[config.mk]
export PLATFORM = sky130hd
export DESIGN_NAME = pot_scan_ctrl
export DESIGN_NICKNAME = d
export VERILOG_FILES = /design/src/rtl/pot_pkg.sv /design/src/rtl/pot_iir.sv /design/src/rtl/pot_scan_ctrl.sv
export SDC_FILE = /design/constraint.sdc
export NUM_CORES = 1
export LEC_CHECK = 0
export BUFFER_PORTS_ARGS = -buffer_cell sky130_fd_sc_hd__buf_2
export CAP_MARGIN = 15
export CORE_MARGIN = 5
export CORE_UTILIZATION = 51
export CTS_CLUSTER_SIZE = 40
export DETAILED_ROUTE_END_ITERATION = 8
export PLACE_DENSITY = 0.71
export SKIP_LAST_GASP = 1
export SLEW_MARGIN = 20
export SYNTH_ARGS = -nofsm -noshare
export SYNTH_HDL_FRONTEND = slang
export SYNTH_HIERARCHICAL = 1
export SYNTH_SLANG_ARGS = --single-unit
[constraint.sdc]
create_clock -name clk -period 4.5 [get_ports clk]
set_clock_uncertainty 0.1 [all_clocks]
set_input_delay 0.675 -clock clk [delete_from_list [all_inputs] [get_ports clk]]
set_output_delay 0.675 -clock clk [all_outputs]
set_load 0.01 [all_outputs]
[src/rtl/pot_pkg.sv]
// Shared types and widths for the slide-potentiometer scan controller.
package pot_pkg;

    localparam int RES_W = 12;  // A2D result width
    localparam int CH_W  = 3;   // channel index width

    typedef enum logic [2:0] {
        IDLE,
        WAIT_TICK,
        START,
        GUARD,
        CONV,
        UPDATE
    } scan_state_t;

endpackage

[src/rtl/pot_iir.sv]
// Combinational first-order low-pass step: filt = old + (smp - old) >>> AVG_SHIFT.
// The first sample of a channel loads straight through.
module pot_iir
    import pot_pkg::*;
#(
    parameter int AVG_SHIFT = 2
) (
    input  logic [RES_W-1:0] old_i,
    input  logic [RES_W-1:0] smp_i,
    input  logic             first_i,
    output logic [RES_W-1:0] filt_o
);

    // One filter step on a 13-bit signed difference; the sum always lies
    // between old and smp, so truncating back to RES_W bits is exact.
    function automatic logic [RES_W-1:0] filt_step(input logic [RES_W-1:0] old_v,
                                                   input logic [RES_W-1:0] smp_v);
        logic signed [RES_W:0] diff;
        logic signed [RES_W:0] step;
        logic signed [RES_W:0] sum;
        diff = $signed({1'b0, smp_v}) - $signed({1'b0, old_v});
        step = diff >>> AVG_SHIFT;
        sum  = $signed({1'b0, old_v}) + step;
        return sum[RES_W-1:0];
    endfunction

    // Select pass-through for a first sample or an unfiltered configuration.
    always_comb begin
        if (first_i || (AVG_SHIFT == 0)) begin
            filt_o = smp_i;
        end else begin
            filt_o = filt_step(old_i, smp_i);
        end
    end

endmodule

[src/rtl/pot_scan_ctrl.sv]
// Round-robin A2D scan controller with a per-channel low-pass filtered
// register bank and registered readback.
module pot_scan_ctrl
    import pot_pkg::*;
#(
    parameter int NUM_CH    = 8,
    parameter int SCAN_DIV  = 1024,
    parameter int AVG_SHIFT = 2,
    parameter int TIMEOUT   = 4095
) (
    input  logic             clk,
    input  logic             rst,
    input  logic             en,
    output logic             strt_cnv,
    output logic [CH_W-1:0]  chnnl,
    input  logic             cnv_cmplt,
    input  logic [RES_W-1:0] res,
    input  logic [CH_W-1:0]  rd_ch,
    output logic [RES_W-1:0] rd_val,
    output logic             rd_vld,
    output logic             scan_done,
    output logic             to_err
);

    localparam int DIV_W = $clog2(SCAN_DIV);
    localparam int TO_W  = $clog2(TIMEOUT + 1);
    localparam logic [CH_W-1:0]  LAST_CH  = CH_W'(NUM_CH - 1);
    localparam logic [DIV_W-1:0] DIV_LAST = DIV_W'(SCAN_DIV - 1);
    localparam logic [TO_W-1:0]  TO_LIM   = TO_W'(TIMEOUT);

    scan_state_t        state_q, state_d;
    logic [CH_W-1:0]    ch_q, ch_d;
    logic [DIV_W-1:0]   div_q, div_d;
    logic               ovr_q, ovr_d;
    logic [TO_W-1:0]    to_cnt_q, to_cnt_d;
    logic               skip_q, skip_d;
    logic               strt_q, scan_done_q, to_err_q;
    logic               to_set, wr_en, last_done, tick, start0;

    logic [RES_W-1:0]   bank_q [NUM_CH];
    logic [NUM_CH-1:0]  vld_q;
    logic [RES_W-1:0]   rd_val_q;
    logic               rd_vld_q;
    logic [RES_W-1:0]   old_val, filt, rd_mux_val;
    logic               first_smp, rd_mux_vld;

    assign tick = (div_q == DIV_LAST);

    // Next-state logic for the scan sequencer.
    always_comb begin
        state_d   = state_q;
        ch_d      = ch_q;
        to_cnt_d  = to_cnt_q;
        skip_d    = skip_q;
        to_set    = 1'b0;
        wr_en     = 1'b0;
        last_done = 1'b0;
        case (state_q)
            IDLE: begin
                if (en) state_d = START;
            end
            WAIT_TICK: begin
                if (!en)       state_d = IDLE;
                else if (tick) state_d = START;
            end
            START: begin
                to_cnt_d = '0;
                skip_d   = 1'b0;
                state_d  = GUARD;
            end
            GUARD: begin
                // cnv_cmplt is still the previous conversion's level here
                to_cnt_d = to_cnt_q + TO_W'(1);
                state_d  = CONV;
            end
            CONV: begin
                if (cnv_cmplt) begin
                    state_d = UPDATE;
                end else if (to_cnt_q >= TO_LIM) begin
                    to_set  = 1'b1;
                    skip_d  = 1'b1;
                    state_d = UPDATE;
                end else begin
                    to_cnt_d = to_cnt_q + TO_W'(1);
                end
            end
            UPDATE: begin
                wr_en = !skip_q;
                if (ch_q == LAST_CH) begin
                    last_done = 1'b1;
                    ch_d      = '0;
                    if (!en)                state_d = IDLE;
                    else if (ovr_q || tick) state_d = START;
                    else                    state_d = WAIT_TICK;
                end else begin
                    ch_d    = ch_q + CH_W'(1);
                    state_d = en ? START : IDLE;
                end
            end
            default: state_d = IDLE;
        endcase
    end

    // Scan interval counter; restarts at every channel-0 start and flags
    // scans that outlast one interval so the next one starts without waiting.
    always_comb begin
        start0 = (state_d == START) && (ch_d == '0);
        div_d  = tick ? '0 : div_q + DIV_W'(1);
        ovr_d  = ovr_q;
        if (start0) begin
            div_d = '0;
            ovr_d = 1'b0;
        end else if (tick && (state_q != WAIT_TICK)) begin
            ovr_d = 1'b1;
        end
    end

    // Sequencer state and registered control outputs.
    always_ff @(posedge clk) begin
        if (rst) begin
            state_q     <= IDLE;
            ch_q        <= '0;
            div_q       <= '0;
            ovr_q       <= 1'b0;
            to_cnt_q    <= '0;
            skip_q      <= 1'b0;
            strt_q      <= 1'b0;
            scan_done_q <= 1'b0;
            to_err_q    <= 1'b0;
        end else begin
            state_q     <= state_d;
            ch_q        <= ch_d;
            div_q       <= div_d;
            ovr_q       <= ovr_d;
            to_cnt_q    <= to_cnt_d;
            skip_q      <= skip_d;
            strt_q      <= (state_d == START);
            scan_done_q <= last_done;
            if (to_set) to_err_q <= 1'b1;
        end
    end

    // Current channel's stored value and first-sample flag, and readback mux.
    always_comb begin
        old_val    = '0;
        first_smp  = 1'b1;
        rd_mux_val = '0;
        rd_mux_vld = 1'b0;
        for (int i = 0; i < NUM_CH; i++) begin
            if (ch_q == CH_W'(i)) begin
                old_val   = bank_q[i];
                first_smp = !vld_q[i];
            end
            if (rd_ch == CH_W'(i)) begin
                rd_mux_val = bank_q[i];
                rd_mux_vld = vld_q[i];
            end
        end
    end

    pot_iir #(
        .AVG_SHIFT(AVG_SHIFT)
    ) u_iir (
        .old_i  (old_val),
        .smp_i  (res),
        .first_i(first_smp),
        .filt_o (filt)
    );

    // Filtered value bank and registered readback (a same-cycle write is not visible).
    always_ff @(posedge clk) begin
        if (rst) begin
            for (int i = 0; i < NUM_CH; i++) bank_q[i] <= '0;
            vld_q    <= '0;
            rd_val_q <= '0;
            rd_vld_q <= 1'b0;
        end else begin
            if (wr_en) begin
                for (int i = 0; i < NUM_CH; i++) begin
                    if (ch_q == CH_W'(i)) begin
                        bank_q[i] <= filt;
                        vld_q[i]  <= 1'b1;
                    end
                end
            end
            rd_val_q <= rd_mux_val;
            rd_vld_q <= rd_mux_vld;
        end
    end

    assign strt_cnv  = strt_q;
    assign chnnl     = ch_q;
    assign scan_done = scan_done_q;
    assign to_err    = to_err_q;
    assign rd_val    = rd_val_q;
    assign rd_vld    = rd_vld_q;

endmodule

==> results by group, run 1 <==
Routing
  • DR WL/cell: 20.0 microns
  • Number of remaining DRC errors: 0
  • Routed WL: 24.6 mm
  • DRT Pass-1 Iters: 6
  • Post-route ant nets: 0
  • Via count: 7358
  • Iter 0 DRT Violations: 837
  • Vias/cell: 5.99

Global route
  • Initial antenna violation count: 0
  • Vias in the first global route: 7057
  • First-pass GRT wire length: 38.2 mm
  • GRT Overall Usage: 25.3%
  • Largest net degree at the start of global routing: 40
  • Global route total overflow: 0

Clock tree
  • CTS Buf Count: 17
  • CTS tree: done
  • Longest Clk Path Bufs: 2
  • Clk_lat worst skew: 0.43 ns
  • Sink Count: 150
  • CTS clk-pin slew, worst paths: 0.06 ns
  • Hold-fix buffers at CTS: 0
  • Root buffer cell: clkbuf_16
  • H-tree depth: 4

Synthesis
  • Cell variety after synth: 74
  • Post-synth ARST share: 0%
  • Ys Warns: 6
  • Post-Syn Nets: 916
  • Post-synth EDFFs: 96
  • Top FF cell, synth: edfxtp_1
  • Seq cells post-synth: 150
  • Seq/Total Area, Yosys: 46.9%
  • Cell area after synthesis: 8450 sq um
  • Cells after Synth: 865
  • Synth Area per Inst: 9.77 sq um

Cells and area
  • Share of layout cells above drive strength 1: 30.2%
  • Area grow syn2layout: 27.9%
  • Most common cell after layout, fill and taps aside: nor2_1
  • Final cell count without fillers: 1229
  • Post-layout net count: 1047
  • Most frequent cells in the layout: 139 x nor2_1, 111 x buf_4, 96 x edfxtp_1, 79 x nand2_1, 51 x dfxtp_1
  • Antenna cells: 0
  • Design Area, Final: 10800 sq um

Floorplanning
  • FP Rows: 47
  • Die H: 139 microns
  • Die width: 139 microns
  • Io pins: 38
  • Initial Util: 51.5%
  • Core area: 16400 sq um
  • Die area: 19200 sq um

Worst setup path
  • Setup slack, reg-to-reg: -0.34 ns
  • WS Path Type: flip-flop to flip-flop
  • R2r worst-path depth: 25
  • Worst-path maximum fanout: 12
  • CP startpoint kind: flip-flop
  • Critical path capture point type: flip-flop
  • WP data arrival: 4.90 ns
  • Worst path required time: 4.56 ns

Place
  • Placed cell area: 9680 sq um
  • Final Wtd Congestion: 0.870
  • Dpl cells: 1171
  • Buffers on Ports: 37
  • DP Wirelength: 16.3 mm

Pwr
  • Total power: 3580 uW
  • Pwr dens: 332 nW/um^2
  • Leakage power: 0.00429 uW
  • Worst vdd rail ir drop: 0.270 mV

Job
  • Max cap viols: 0

Timing
  • Hold Vio Cnt, Final: 0
  • Final setup vio count: 43
  • RSZ-0062 raised after global routing: yes
  • Peak Freq: 207 MHz
  • Max_slew headroom: 36.9%
  • Least-Margin Pin Slew: 0.923 ns
  • Max Transition Viols Final: 0
  • Min Tclk post-route: 4.84 ns
  • Setup ws final: -0.339 ns
  • Fin crit share: 108%

Outcome
  • Failing checks: setup timing
  • Status: finished with violations

Hold path
  • Hold Path Cell Cnt: 2
  • Hold Crit Class: flip-flop to flip-flop
-- flip-flops by register name, indices dropped and copies added, names as in the netlist --
register	flops
chnnl	3
ovr_q	1
bank_q	96
to_cnt_q	12
div_q	10
rd_vld	1
rd_val	12
skip_q	1
vld_q	8
state_q	3
to_err	1
scan_done	1
strt_cnv	1
-- what timing repair did --
item	in CTS	in global routing
gates resized for setup	50	27
buffers inserted	18	7
endpoints found under the setup margin	56	64
gates cloned	1	0
pin swaps	30	9
-- critical path: stages, from the launching register on --
cell      delay [ns]
dfxtp_4         0.36
buf_4           0.15
ha_4            0.19
inv_8           0.11
buf_4           0.14
o311ai_2        0.10
a31oi_1         0.25
a21oi_2         0.07
a31oi_2         0.21
buf_4           0.19
inv_1           0.05
ha_1            0.29
a21o_1          0.20
a21oi_2         0.16
a21bo_4         0.27
xor2_2          0.19
ha_4            0.23
a21o_1          0.22
a211oi_1        0.25
nor2_1          0.11
o31ai_2         0.09
xnor2_1         0.09
mux2_2          0.26
nand2b_1        0.12
buf_12          0.13
nor2_1          0.04
-- synth_stat cells (all sizes together) (2+ instances only) --
cell type,n,area [sq um]
nor3b,3,32.5
nand3,15,80.1
o31ai,2,20.0
nand2b,34,213
nor2b,4,25.0
and2b,2,16.3
a21o,9,67.6
a211oi,7,67.6
nand4,3,25.0
and3,6,43.8
a21oi,50,254
o311ai,11,96.3
nor2,145,547
dfxtp,54,1080
or3,5,31.3
or2,3,18.8
xnor2,15,131
nor3,11,60.1
o21a,5,38.8
o211ai,26,195
a22oi,11,82.6
clkbuf,34,128
xor2,14,123
ha,31,388
buf,19,115
inv,40,150
nand2,81,304
a31o,2,17.5
mux2,4,45.0
o21ai,39,199
a31oi,24,150
mux4,15,338
mux2i,13,130
a2111oi,12,124
or4,2,15.0
edfxtp,96,2880
-- through the flow --
stage	TNS, ns	hold WS, ns	util [%]	worst slack, ns
2_1_floorplan	-0.890	0.328	-	-0.112
3_3_place_gp	-7.99	0.345	59.0	-0.362
3_5_place_dp	-12.57	0.353	59.0	-0.477
4_1_cts	-2.49	0.370	64.8	-0.181
5_1_grt	-18.10	0.386	65.9	-0.489
6_report	-7.02	0.368	65.9	-0.339
-- power by group --
| group | internal (uW) | switching [uW] | leakage (uW) |
|---|---|---|---|
| combinational | 288 | 311 | 0.00255 |
| clock | 868 | 568 | 0.000308 |
| sequential | 1510 | 34.1 | 0.00143 |
-- metal layers --
| layer | track usage, % | up-vias | share of wire, % |
|---|---|---|---|
| met2 | 39.3 | 404 | 46 |
| met1 | 33.8 | 3496 | 41 |
| met3 | 5.86 | 72 | 9.4 |
| li1 | - | 3386 | - |
| met4 | 11.6 | 0 | 3.8 |
| met5 | 0 | - | 0 |
-- worst paths after layout --
| path | startpoint | endpoint |
|---|---|---|
| setup / recovery | chnnl[1]$_SDFF_PP0_ | bank_q[1][22]$_SDFFCE_PN0P_ |
| hold / removal | to_err$_SDFFE_PP0P_ | to_err$_SDFFE_PP0P_ |
| setup reg to reg | chnnl[1]$_SDFF_PP0_ | bank_q[1][22]$_SDFFCE_PN0P_ |
| hold reg to reg | to_err$_SDFFE_PP0P_ | to_err$_SDFFE_PP0P_ |
-- logic make-up after synthesis --
| kind of cell | Yosys count | synth area share (%) |
|---|---|---|
| buf+inv | 93 | 4.65 |
| mux | 32 | 6.07 |
| xor+xnor | 30 | 3.27 |
| flops | 150 | 46.9 |
| compound gates | 207 | 16.6 |
| simple gates | 321 | 17.7 |
| fa+ha+maj | 32 | 4.83 |
-- cell type report --
type / instances / area (sq um)
Clock buffer: 24 / 557
Clock inverter: 8 / 52.6
Fill cell: 1215 / 5600
Inverter: 40 / 168
Multi-Input combinational cell: 622 / 4500
Sequential cell: 150 / 3980
Tap cell: 220 / 275
Timing Repair Buffer: 165 / 1280
Power figures use the tool's default switching activity.
==> run 2, diff against run 1 <==
--- a/config.mk
+++ b/config.mk
@@ -5,13 +5,13 @@
 export SDC_FILE = /design/constraint.sdc
 export NUM_CORES = 1
 export LEC_CHECK = 0
-export BUFFER_PORTS_ARGS = -buffer_cell sky130_fd_sc_hd__buf_2
 export CAP_MARGIN = 15
 export CORE_MARGIN = 5
 export CORE_UTILIZATION = 51
 export CTS_CLUSTER_SIZE = 40
 export DETAILED_ROUTE_END_ITERATION = 8
-export PLACE_DENSITY = 0.71
+export DONT_BUFFER_PORTS = 1
+export PLACE_DENSITY = 0.69
 export SKIP_LAST_GASP = 1
 export SLEW_MARGIN = 20
 export SYNTH_ARGS = -nofsm -noshare
==> run 2 against run 1 <==
  * Power is 0.50% higher
  * The flow finishes with violations (DRC, setup timing)
  * Maximum frequency is 1.5% lower
  * Hold slack worse by 0.16 ns
  * Sequential power hardly changed
  * Non-clock buffer count is 38 lower
==> results by group, run 2 (same netlist as run 1, synthesis figures left out) <==
Outcome
  • Status: finished with violations (unchanged)
  • Failing checks: DRC, setup timing (was setup timing)

Timing
  • Max Transition Viols Final: 0 (unchanged)
  • Min Tclk post-route: 4.91 ns (was 4.84 ns)
  • RSZ-0062 raised after global routing: yes (unchanged)
  • Setup ws final: -0.413 ns (was -0.339 ns)
  • Max_slew headroom: 28.8% (was 36.9%)
  • Fin crit share: 109% (was 108%)
  • Peak Freq: 204 MHz (was 207 MHz)
  • Hold Vio Cnt, Final: 0 (unchanged)
  • Final setup vio count: 56 (was 43)
  • Setup TNS Final: -12.48 ns (was -7.02 ns)
  • Least-Margin Pin Slew: 1.06 ns (was 0.923 ns)

Worst setup path
  • R2r worst-path depth: 24 (was 25)
  • Worst path cell trace: buf_6 -> ha_4 -> clkinvlp_4 -> buf_6 -> o211ai_1 -> o211ai_1 -> a31oi_2 -> buf_4 -> inv_4 -> ha_4 -> and3_4 -> a211oi_4 -> nand2_2 -> a21o_1 -> xor2_1 -> ha_1 -> o21a_1 -> o211ai_1 -> a21oi_2 -> o41ai_2 -> xnor3_1 -> mux2_4 -> nand2b_4 -> nor2_2
  • CP startpoint kind: flip-flop (unchanged)
  • Critical path capture point type: flip-flop (unchanged)
  • R2R Path Start: chnnl[1]$_SDFF_PP0_ (unchanged)
  • WP data arrival: 5.00 ns (was 4.90 ns)
  • Setup slack, reg-to-reg: -0.41 ns (was -0.34 ns)
  • Crit Reg-Reg Endpoint: bank_q[0][35]$_SDFFCE_PN0P_ (was bank_q[1][22]$_SDFFCE_PN0P_)
  • CP most frequent cell: o211ai_1 (was buf_4)
  • CP max stage delay: 0.39 ns (was 0.36 ns)
  • CP startpoint: chnnl[1]$_SDFF_PP0_ (unchanged)
  • Slowest cell on crit path: dfxtp_4 (unchanged)
  • WS Path Type: flip-flop to flip-flop (unchanged)
  • Worst path required time: 4.58 ns (was 4.56 ns)
  • Worst-path maximum fanout: 7 (was 12)

Global route
  • GRT Overall Usage: 25.8% (was 25.3%)
  • Global route total overflow: 0 (unchanged)
  • First-pass GRT wire length: 39.3 mm (was 38.2 mm)
  • Vias in the first global route: 7406 (was 7057)
  • Largest net degree at the start of global routing: 59 (was 40)
  • Initial antenna violation count: 0 (unchanged)

Floorplanning
  • Io pins: 38 (unchanged)
  • Die width: 139 microns (unchanged)
  • Initial Util: 51.5% (unchanged)
  • FP Rows: 47 (unchanged)
  • Die H: 139 microns (unchanged)
  • Die area: 19200 sq um (unchanged)
  • Core area: 16400 sq um (unchanged)

Pwr
  • P_int: 2700 uW (was 2670 uW)
  • Comb power frac: 15.6% (was 16.7%)
  • Worst vdd rail ir drop: 0.275 mV (was 0.270 mV)
  • Leakage power: 0.00410 uW (was 0.00429 uW)
  • Net Sw Frac: 25.1% (was 25.5%)
  • Psw: 903 uW (was 912 uW)
  • Pwr dens: 336 nW/um^2 (was 332 nW/um^2)
  • Register share of total power: 43.2% (about the same)
  • Clk pwr share: 41.1% (was 40.1%)

Hold path
  • Min-delay src: rst (was to_err$_SDFFE_PP0P_)
  • Hold Path Sink: state_q[0]$_SDFF_PP0_ (was to_err$_SDFFE_PP0P_)
  • Hold Path Cell Cnt: 1 (was 2)
  • Hold Crit Class: input port to flip-flop (was flip-flop to flip-flop)

Cells and area
  • Most common cell after layout, fill and taps aside: nor2_1 (unchanged)
  • Share of layout cells above drive strength 1: 29.6% (was 30.2%)
  • Max reg flops: 96 (unchanged)
  • Final Util: 65.3% (was 65.9%)
  • Register Area: 3980 sq um (unchanged)
  • Antenna cells: 0 (unchanged)
  • Largest reg by FF count: bank_q (unchanged)
  • Fill cells: 1224 (was 1215)
  • Most frequent cells in the layout: 127 x nor2_1, 111 x buf_4, 96 x edfxtp_1, 80 x nand2_1, 51 x dfxtp_1 (was 139 x nor2_1, 111 x buf_4, 96 x edfxtp_1, 79 x nand2_1, 51 x dfxtp_1)
  • Post-layout net count: 1010 (was 1047)
  • Multi-input gate area: 4620 sq um (was 4500 sq um)
  • Design Area, Final: 10700 sq um (was 10800 sq um)
  • Final cell count without fillers: 1192 (was 1229)
  • Area grow syn2layout: 26.8% (was 27.9%)

Routing
  • DR WL/cell: 21.7 microns (was 20.0 microns)
  • Via count: 7418 (was 7358)
  • Routed WL: 25.8 mm (was 24.6 mm)
  • Number of remaining DRC errors: 1 (was 0)
  • Post-route ant nets: 0 (unchanged)
  • Iter 0 DRT Violations: 856 (was 837)
  • DRT Pass-1 Iters: 9 (was 6)
  • Vias/cell: 6.22 (was 5.99)

Clock tree
  • Hold-fix buffers at CTS: 0 (unchanged)
  • H-tree depth: 4 (unchanged)
  • Root buffer cell: clkbuf_16 (unchanged)
  • CTS clk-pin slew, worst paths: 0.06 ns (about the same)
  • Sink Count: 150 (unchanged)
  • Longest Clk Path Bufs: 2 (unchanged)
  • Clk_lat worst skew: 0.44 ns (was 0.43 ns)
  • CTS Buf Count: 17 (unchanged)
  • CTS tree: done (unchanged)

Place
  • Buffers on Ports: 0 (was 37)
  • DP Wirelength: 17.1 mm (was 16.3 mm)
  • Placed cell area: 9310 sq um (was 9680 sq um)
  • Dpl cells: 1122 (was 1171)
  • Pre-CTS setup slack: -0.550 ns (was -0.477 ns)
  • Final Wtd Congestion: 0.910 (was 0.870)

Job
  • Max cap viols: 0 (unchanged)
==> run 2: cell types whose count changed in the layout (fill, tap and decap cells not counted), moves of 3 or more <==
cell       delta
buf_2        -38
bufinv_16     +3
inv_1         -5
a21oi_1       -4
nor2_4       +10
clkbuf_16     -3
nor2_1       -12
buf_6         +4
buf_12        -3
inv_4         +4
==> run 2: final cells by class <==
class	count	share of cell area [%]
clock inverters	12	1.38
well taps	220	2.57
repair inverters	1	0.0701
inverters	40	1.56
clock buffers	20	4.27
multi-input cells	622	43.1
flip-flops and latches	150	37.1
repair buffers	127	9.90
==> run 2: worst max-delay path by stage <==
stage / endpoint / slack, ns
4_1_cts: bank_q[0][23]$_SDFFCE_PN0P_ / -0.23
5_1_grt: bank_q[0][11]$_SDFFCE_PN0P_ / -0.60
6_report: bank_q[0][35]$_SDFFCE_PN0P_ / -0.41
2_1_floorplan: bank_q[1][35]$_DFFE_PP_ / -0.11
3_5_place_dp: bank_q[1][35]$_DFFE_PP_ / -0.55
3_3_place_gp: bank_q[1][34]$_DFFE_PP_ / -0.47
==> run 2: layer usage <==
| metal | wire length, microns | up-vias | GRT usage [%] |
|---|---|---|---|
| li1 | - | 3310 | - |
| met1 | 9640 | 3562 | 31.0 |
| met2 | 12400 | 448 | 42.2 |
| met3 | 2660 | 98 | 7.62 |
| met4 | 1090 | 0 | 13.0 |
| met5 | 0 | - | 0 |
==> run 2: critical path: cells and delay by family, from the launching register on <==
kind            cells  cell delay (ns)
mux                 1             0.30
flops               1             0.39
simple gates        4             0.46
compound gates      9             1.60
xor+xnor            2             0.44
fa+ha+maj           3             0.76
buf+inv             5             0.61
==> run 2: stage by stage <==
stage | hold slack [ns] | power (uW)
6_report | 0.213 | 3600
5_1_grt | 0.206 | 3710
4_1_cts | 0.199 | 3540
3_5_place_dp | 0.354 | 2050
3_3_place_gp | 0.347 | 2030
2_1_floorplan | 0.328 | 1910
==> run 2: what timing repair did <==
action	in CTS	in global routing
endpoints found under the setup margin	56	64
buffers inserted	18	19
resized for setup	47	74
cloned	1	0
pin swaps	33	52
==> run 2: power groups by stage <==
stage	Combinational, uW	Clock (uW)	Sequential [uW]
global route	605	1540	1560
floorplan	340	0	1570
detailed placement	465	0	1580
CTS	499	1480	1560
global placement	449	0	1580
finish	563	1480	1560
